--- src/rtl/femto8_bus_target.sv ---
// femto8_bus_target
// Responder side of the femto8 CPU memory bus. It decodes address_bus and
// write_enable, and returns read data on to_cpu.
//
// Memory map
//   0x00-0x07  RAM
//   0x08-0x0F  I/O window: TXDATA, STATUS, RXDATA, RXACK, TIMER, PRESCALE
//   0x10-0x7F  RAM
//   0x80-0xFF  program ROM; the CPU cannot write it, the external loader can
//
// Optional feature macro: FEMTO8_TIMER_EN
//   Defined   : TIMER/PRESCALE registers and STATUS.wrap are built.
//   Undefined : 0x0C/0x0D read 0x00, writes to them are ignored, STATUS bit4 = 0.
//
// Ports
//   clk, reset                       system clock; synchronous active-low reset
//   address_bus, from_cpu,           CPU address, write data and write strobe
//   write_enable
//   to_cpu                           combinational read data
//   rom_we, rom_addr, rom_wdata      external ROM loader (rom_addr maps to 0x80+)
//   out_data, out_valid, out_ready   output byte FIFO, valid/ready handshake
//   in_data, in_valid, in_ready      input holding register, valid/ready handshake
module femto8_bus_target #(
  parameter int         TX_DEPTH       = 4,
  parameter logic [7:0] PRESCALE_RESET = 8'h00
) (
  input  logic       clk,
  input  logic       reset,
  input  logic [7:0] address_bus,
  input  logic [7:0] from_cpu,
  input  logic       write_enable,
  output logic [7:0] to_cpu,
  input  logic       rom_we,
  input  logic [6:0] rom_addr,
  input  logic [7:0] rom_wdata,
  output logic [7:0] out_data,
  output logic       out_valid,
  input  logic       out_ready,
  input  logic [7:0] in_data,
  input  logic       in_valid,
  output logic       in_ready
);

  localparam int              PW      = $clog2(TX_DEPTH);
  localparam int              CW      = PW + 1;
  localparam logic [CW-1:0]   DEPTH_C = CW'(TX_DEPTH);

  logic [7:0] ram [128];
  logic [7:0] rom [128];

  logic       io_sel;
  logic       io_wr;
  logic       wr_txdata;
  logic       wr_status;
  logic       wr_rxack;

  logic [7:0]    tx_mem [TX_DEPTH];
  logic [PW-1:0] wr_ptr;
  logic [PW-1:0] rd_ptr;
  logic [CW-1:0] tx_count;
  logic [CW-1:0] tx_count_next;
  logic          out_valid_q;
  logic          tx_full;
  logic          tx_empty;
  logic          push;
  logic          pop;
  logic          ovf;

  logic       rx_valid;
  logic [7:0] rx_data;
  logic       capture;

  logic [7:0] timer_val;
  logic [7:0] prescale_val;
  logic       wrap_flag;
  logic [7:0] status;

  // The I/O window is the 8-byte hole at 0x08-0x0F inside the RAM half.
  assign io_sel    = (address_bus[7:3] == 5'b00001);
  assign io_wr     = write_enable & io_sel;
  assign wr_txdata = io_wr & (address_bus[2:0] == 3'd0);
  assign wr_status = io_wr & (address_bus[2:0] == 3'd1);
  assign wr_rxack  = io_wr & (address_bus[2:0] == 3'd3);

  // RAM and ROM are plain arrays with no reset so their contents survive it.
  // The RAM index is simply the low 7 address bits; entries 8..15 are shadowed
  // by the I/O window and never written.
  always_ff @(posedge clk) begin
    if (write_enable && !address_bus[7] && !io_sel) begin
      ram[address_bus[6:0]] <= from_cpu;
    end
    if (rom_we) begin
      rom[rom_addr] <= rom_wdata;
    end
  end

  // A push into a full FIFO is still accepted when a pop frees a slot in the
  // same cycle; otherwise the byte is dropped and flagged as overflow.
  assign tx_full  = (tx_count == DEPTH_C);
  assign tx_empty = (tx_count == '0);
  assign pop      = out_valid_q & out_ready;
  assign push     = wr_txdata & (~tx_full | pop);
  assign out_data  = tx_mem[rd_ptr];
  assign out_valid = out_valid_q;

  always_comb begin
    tx_count_next = tx_count;
    if (push && !pop) begin
      tx_count_next = tx_count + CW'(1);
    end else if (pop && !push) begin
      tx_count_next = tx_count - CW'(1);
    end
  end

  // FIFO storage is gated by reset so a push in the reset cycle leaves no trace.
  always_ff @(posedge clk) begin
    if (reset && push) begin
      tx_mem[wr_ptr] <= from_cpu;
    end
  end

  // FIFO pointers, occupancy and overflow flag. out_valid is registered from the
  // next occupancy so it always matches count!=0 without a cycle of lag.
  // If an overflow and a STATUS write could ever coincide the set wins, so an
  // event is never silently lost.
  always_ff @(posedge clk) begin
    if (!reset) begin
      wr_ptr      <= '0;
      rd_ptr      <= '0;
      tx_count    <= '0;
      out_valid_q <= 1'b0;
      ovf         <= 1'b0;
    end else begin
      if (push) begin
        wr_ptr <= wr_ptr + PW'(1);
      end
      if (pop) begin
        rd_ptr <= rd_ptr + PW'(1);
      end
      tx_count    <= tx_count_next;
      out_valid_q <= (tx_count_next != '0);
      if (wr_txdata && !push) begin
        ovf <= 1'b1;
      end else if (wr_status) begin
        ovf <= 1'b0;
      end
    end
  end

  // Input holding register: capture only while empty, so capture and RXACK
  // can never target the same cycle's state.
  assign in_ready = ~rx_valid;
  assign capture  = in_valid & ~rx_valid;

  always_ff @(posedge clk) begin
    if (!reset) begin
      rx_valid <= 1'b0;
      rx_data  <= 8'h00;
    end else begin
      if (capture) begin
        rx_valid <= 1'b1;
        rx_data  <= in_data;
      end else if (wr_rxack) begin
        rx_valid <= 1'b0;
      end
    end
  end

`ifdef FEMTO8_TIMER_EN
  logic       wr_timer;
  logic       wr_prescale;
  logic [7:0] timer_q;
  logic [7:0] prescale_q;
  logic [7:0] psc_cnt;
  logic       wrap_q;
  logic       tick;

  assign wr_timer    = io_wr & (address_bus[2:0] == 3'd4);
  assign wr_prescale = io_wr & (address_bus[2:0] == 3'd5);
  assign tick        = (psc_cnt == prescale_q);

  // Prescaler counts 0..PRESCALE and ticks TIMER on the terminal count. Lowering
  // PRESCALE below the current count makes it run on through 0xFF before the
  // next tick, which falls out of the plain 8-bit increment. A TIMER load beats
  // a same-cycle tick and restarts the prescaler.
  always_ff @(posedge clk) begin
    if (!reset) begin
      timer_q    <= 8'h00;
      prescale_q <= PRESCALE_RESET;
      psc_cnt    <= 8'h00;
      wrap_q     <= 1'b0;
    end else begin
      if (wr_timer) begin
        timer_q <= from_cpu;
        psc_cnt <= 8'h00;
      end else if (tick) begin
        timer_q <= timer_q + 8'd1;
        psc_cnt <= 8'h00;
      end else begin
        psc_cnt <= psc_cnt + 8'd1;
      end
      if (wr_prescale) begin
        prescale_q <= from_cpu;
      end
      if (!wr_timer && tick && (timer_q == 8'hFF)) begin
        wrap_q <= 1'b1;
      end else if (wr_status) begin
        wrap_q <= 1'b0;
      end
    end
  end

  assign timer_val    = timer_q;
  assign prescale_val = prescale_q;
  assign wrap_flag    = wrap_q;
`else
  assign timer_val    = 8'h00;
  assign prescale_val = 8'h00;
  assign wrap_flag    = 1'b0;
`endif

  assign status = {3'b000, wrap_flag, ovf, rx_valid, tx_full, tx_empty};

  // Reads are purely combinational and have no side effects.
  always_comb begin
    to_cpu = 8'h00;
    if (address_bus[7]) begin
      to_cpu = rom[address_bus[6:0]];
    end else if (io_sel) begin
      case (address_bus[2:0])
        3'd1:    to_cpu = status;
        3'd2:    to_cpu = rx_data;
        3'd4:    to_cpu = timer_val;
        3'd5:    to_cpu = prescale_val;
        default: to_cpu = 8'h00;
      endcase
    end else begin
      to_cpu = ram[address_bus[6:0]];
    end
  end

endmodule

--- config.mk ---
export PLATFORM = sky130hd
export DESIGN_NAME = femto8_bus_target
export DESIGN_NICKNAME = d
export VERILOG_FILES = /design/src/rtl/femto8_bus_target.sv
export SDC_FILE = /design/constraint.sdc
export NUM_CORES = 2
export LEC_CHECK = 0
export CELL_PAD_IN_SITES_DETAIL_PLACEMENT = 1
export CELL_PAD_IN_SITES_GLOBAL_PLACEMENT = 1
export CORE_UTILIZATION = 60
export DETAILED_ROUTE_END_ITERATION = 6
export PLACE_DENSITY_LB_ADDON = 0.12
export RECOVER_POWER = 25
export SYNTH_ARGS = -nofsm -noshare
export SYNTH_HDL_FRONTEND = slang
export SYNTH_SLANG_ARGS = --single-unit
--- constraint.sdc ---
create_clock -name clk -period 9.39 [get_ports clk]
set_input_delay 2.3475 -clock clk [delete_from_list [all_inputs] [get_ports clk]]
set_output_delay 2.3475 -clock clk [all_outputs]
set_load 0.01 [all_outputs]
Word-level counts from Yosys, hierarchy flattened
Memory sizes are Yosys's and may differ from the RTL's. A register that Yosys moved wholly into a read port is not among the register bits.
Index checks and enable logic that the tools add are counted.
- shift-type cells: 0
- muxes and demuxes: 17
- equality and inequality tests: 5
- add/subtract/negate cells: 4
- reduce and logical (&&, ||, !) cells: 15
- multipliers: 0
- bitwise gates (word level): 10
- div/mod/pow operators: 0
- order comparisons: 0
- operator list (operator ; count):
    $mux W8 ; 2
    $pmux W8 S2 ; 1
    $mux W1 ; 10
    $and A1 B1 Y1 ; 7
    $eq A3 B2 Y1 const B ; 2
    $logic_and A1 B1 Y1 ; 6
    $logic_not A3 Y1 ; 2
    $mux W3 ; 2
    $eq A5 B1 Y1 const B ; 1
    $add A2 B1 Y2 const B ; 2
    $logic_not A1 Y1 ; 4
    $mux W2 ; 2
    $reduce_bool A2 Y1 ; 2
    $add A3 B1 Y3 const B ; 1
    $eq A3 B1 Y1 const B ; 1
    $eq A3 B3 Y1 const B ; 1
    $reduce_bool A3 Y1 ; 1
    $sub A3 B1 Y3 const B ; 1
    $not A1 Y1 ; 2
    $or A1 B1 Y1 ; 1
- bits in registers: 18
- memories: 3
- logic and storage cells: 61
- bits in read-only memories: 0
- RAM bits: 2080
- input bits: 45
- bits in latches: 0
- memory list (name ; words ; width ; read ports ; clocked after memory_dff ; wr ports ; RTL line ; RTL):
    ram ; 128 ; 8 ; 1 ; 0 ; 1 ; 48 ; logic [7:0] ram [128];
    rom ; 128 ; 8 ; 1 ; 0 ; 1 ; 49 ; logic [7:0] rom [128];
    tx_mem ; 4 ; 8 ; 1 ; 1 ; 1 ; 57 ; logic [7:0] tx_mem [TX_DEPTH];

Logic depth before layout (Yosys ltp)
- depth after elaboration: 9
- gate-level depth with buffers: 13
- gate-level depth less buffers: 8

Worst setup path after synthesis
No wires, ideal clock.
- kind: input to output
- from: input port address_bus[0]
- to: output port to_cpu[4]
- data required time: 7043 ps
- setup slack: 2853 ps
- path buffers: 4
- stages: 9
- data arrival time: 4190 ps
- cell sequence: buf_6 > buf_12 > buf_12 > buf_6 > mux4_1 > mux2i_1 > o22ai_1 > o311ai_0 > a32oi_1
- cells in the longest elaborated chain, start to end: 4
- elaborated cells between the ends (all ways): 7
- classes of those cells: 2 x eq/ne; 3 x mux; 2 x memory
- ends and longest elaborated chain (what ; RTL line ; RTL):
    start: declaration ; 29 ; input logic [7:0] address_bus,
    parallel branches: the longest is 3 deep, another holds $mem_v2 Z128 W8 ; - ;
    $mux W8 (*) ; 227 ; if (address_bus[7]) begin
    end: declaration ; 32 ; output logic [7:0] to_cpu,
Mark *: on every way between the ends.

Worst setup path after layout
- from: input port address_bus[6]
- to: output port to_cpu[0]
- cells in the longest elaborated chain, start to end: 3
- elaborated cells between the ends (all ways): 5
- classes of those cells: 1 x eq/ne; 2 x mux; 2 x memory
- ends and longest elaborated chain (what ; RTL line ; RTL):
    $mem_v2 Z128 W8 or $eq A5 B1 Y1 (tied branches) ; - ;
    $mux W8 ; 229 ; end else if (io_sel) begin
    $mux W8 (*) ; 227 ;
Mark *: on every way between the ends. The rest lies on a longest branch, timed or not.

==> impl_metrics.tcl <==
set metrics [dict create \
    num_vias 44150 \
    numCtsBuffers 206 \
    synth_area_leaders "edfxtp_1, mux4_2, mux2i_1" \
    hold_path_depth 2 \
    avgViaCountPerCell 6.914 \
    clockPowerShare_pct 41.5 \
    synth.distinct_cells 78 \
    hold_class "flip-flop to flip-flop" \
    clockBufferDepth 3 \
    finalHoldViolations 0 \
    rsz0062_at_grt "false" \
    ctsHoldBuffers 0 \
    postSynthAreaPerCell_um2 19.70 \
    grt_max_degree 98 \
    ys_ff_latch 2092 \
    fill_cells 11060 \
    slowest_delay_ps 1400 \
    area_delta_synth_final_pct 10.76 \
    violations "max-capacitance violations, max-slew violations" \
    required_ps 7040 \
    power-per-cell-area_nw_per_um2 214.0 \
    rrSetupSlack_ps 7460 \
    path_clk_slew_ps 60 \
    h-tree-depth 4 \
    p_seq_share_pct 52.7 \
    cts_tree "done" \
    postCtsSetupBuffers 0 \
    port-buffer-count 62 \
    max_freq_mhz 109.5 \
    drive_gt1_share_pct 16.92 \
    rows 136 \
    antenna_found_initial 10 \
    post-route-period-util_pct 97.23 \
    fin_crit_ps 9130 \
    yosysWarnings 0 \
    clock_skew_ps 10.70 \
    netlist_area_um2 82970 \
    p_total_w 0.01967 \
    intPower_w 0.01535 \
    nets 4468 \
    critPathLaunchType "input pin" \
    cts-resized-gates 0 \
    max_slew_margin_pct -204.6 \
    hp-start "rx_data[4]" \
    fin_area_um2 91900 \
    synth_edf_count 2072 \
    core_area_um2 137300 \
    die_y_um 373.9 \
    cp-end-kind "output port" \
    critPathSlowestCell "clkdlybuf4s50_1" \
    drv_slew 1517 \
    clkSinkCount 2092 \
    grt_pass1_vias 45140 \
    cp_data_arrival_time_ps 6780 \
    layout_commonest_cell "edfxtp_1" \
    dpl_cell_area_um2 85390 \
    seq_area_um2 62620 \
    grt_pass1_wl_mm 325.6 \
    drc 0 \
    hold_end "rx_data[4]" \
    firstDrtPassIters 5 \
    p_switching_w 0.004319 \
    worstSetupPathType "input pin to output port" \
    ys.flop_type "edfxtp_1" \
    yosysSeqAreaShare_pct 75.47 \
    critPathMaxFanout 11 \
    dp_hpwl_mm 139.2 \
    drtIter0Drc 5682 \
    place_congestion 0.8558 \
    multi_input_area_um2 18760 \
    crit_path_cell_trace "clkdlybuf4s50_1, inv_1, nand2_1, nor4_1, a31oi_1, o211ai_1, a31oi_1, clkdlybuf4s50_1" \
    layout_common_cells "edfxtp_1, mux2i_1, nor2_1" \
    setup_viol_count_final 0 \
    comb_power_share_pct 5.8 \
    drv_cap 24 \
    fin_setup_tns_ps 0 \
    root_buffer "clkbuf_16" \
    clk_latency_ps 830 \
    netlist_instances 4211 \
    overflow 0 \
    status "finished with violations" \
    rr_endpoint "tx_mem[2][2]" \
    worst_r2r_path_depth 4 \
    ir_drop_uv 158.6 \
    io_pins 63 \
    worst_pin_slew_ps 4569 \
    wire_per_inst_um 35.65 \
    die_w_um 373.9 \
    sw_frac_of_total_pct 21.96 \
    netlist.area_leader.share_pct 74.99 \
    synthArstFlopShare_pct 0 \
    r2r_start "tx_count[0]" \
    post-synth-top-area-cell "edfxtp_1" \
    track_usage_pct 32.69 \
    start_util_pct 60.42 \
    p_leak_nw 29.58 \
    die-area_um2 139800 \
    drt-total-wl_mm 227.7 \
    ant_nets 0 \
]
-- per-layer routing --
layer | global-route usage (%) | wire [um] | vias up
met4 | 10.06 | 7064 | 8
met1 | 47.73 | 92030 | 23380
met5 | 0 | 55 | -
met2 | 50.31 | 106300 | 2631
li1 | - | - | 17690
met3 | 6.776 | 22250 | 435
-- metrics by stage --
stage / hold slack [ps] / worst slack, ps / cells / util [%]
floorplan: 443.6 / 2853 / 4266 / -
CTS: 519.4 / 461.9 / 6380 / 66.98
global route: 528.6 / 243.3 / 6383 / 66.92
detailed placement: 483.9 / 448.2 / 6002 / 62.18
global placement: 476.3 / 494.7 / 6002 / 62.18
finish: 520.4 / 260.0 / 6385 / 66.92
-- synth_stat cells, types with 20 or more instances --
library cell	instances
mux4_2	288
dfxtp_1	20
a211oi_1	25
a21oi_1	126
edfxtp_1	2072
mux2i_1	341
clkbuf_1	56
nor2_1	291
o21ai_0	75
nor2b_1	20
nand2_1	175
buf_4	44
buf_8	22
nand3_1	40
a221oi_1	31
o22ai_1	38
mux4_1	77
mux2_2	50
buf_2	62
a22oi_1	61
buf_6	31
-- worst max-delay path, delay by kind of cell --
kind | cells | cell delay, ps
buffers and inverters | 3 | 2440
AND/OR/NAND/NOR | 2 | 620
AO/OA/AOI/OAI | 3 | 1310
-- worst max path at each step --
| stage | cells after the start | end | from |
|---|---|---|---|
| after detailed placement | 11 | to_cpu[0] | address_bus[0] |
| after CTS | 11 | to_cpu[0] | address_bus[0] |
| after floorplan | 9 | to_cpu[4] | address_bus[0] |
| after global placement | 11 | to_cpu[0] | address_bus[0] |
| final | 8 | to_cpu[0] | address_bus[6] |
| after global routing | 10 | to_cpu[7] | address_bus[3] |
-- state kept, by name (all words and copies together) (netlist names), named ones only --
| name | count |
|---|---|
| rom | 1024 |
| ram | 1016 |
| tx_mem | 32 |
| rx_data | 8 |
| tx_count | 3 |
| rd_ptr | 2 |
| wr_ptr | 2 |
| out_valid | 1 |
| ovf | 1 |
| rx_valid | 1 |
-- power by group through the flow --
stage	clock, W	combinational (W)	sequential (W)
2_1_floorplan	0	0.000612	0.0105
3_3_place_gp	0	0.00109	0.0105
6_report	0.00815	0.00115	0.0104
4_1_cts	0.00821	0.00113	0.0104
3_5_place_dp	0	0.00112	0.0105
5_1_grt	0.00849	0.00118	0.0104
-- kinds of logic (layout without fill, tap and decap cells) --
family / after synthesis / in the layout / synth area share [%]
flip-flops: 2092 / 2092 / 75.47
multiplexers: 756 / 756 / 15.05
XOR/XNOR: 3 / 3 / 0.03167
buffers and inverters: 254 / 574 / 2.259
other: 1 / 61 / 0.004520
AND/OR/NAND/NOR: 617 / 617 / 3.233
adder cells (fa/ha/maj): 7 / 7 / 0.1056
AO/OA/AOI/OAI: 481 / 481 / 3.845
-- final cells by class --
| class | count | area share (%) |
|---|---|---|
| Timing Repair Buffer | 187 | 1.780 |
| Antenna cell | 5 | 0.01362 |
| Sequential cell | 2092 | 68.14 |
| Tap cell | 1794 | 2.443 |
| Multi-Input combinational cell | 1920 | 20.41 |
| Inverter | 9 | 0.04493 |
| Clock buffer | 255 | 5.856 |
| Clock inverter | 123 | 1.308 |
Power figures use the tool's default switching activity.
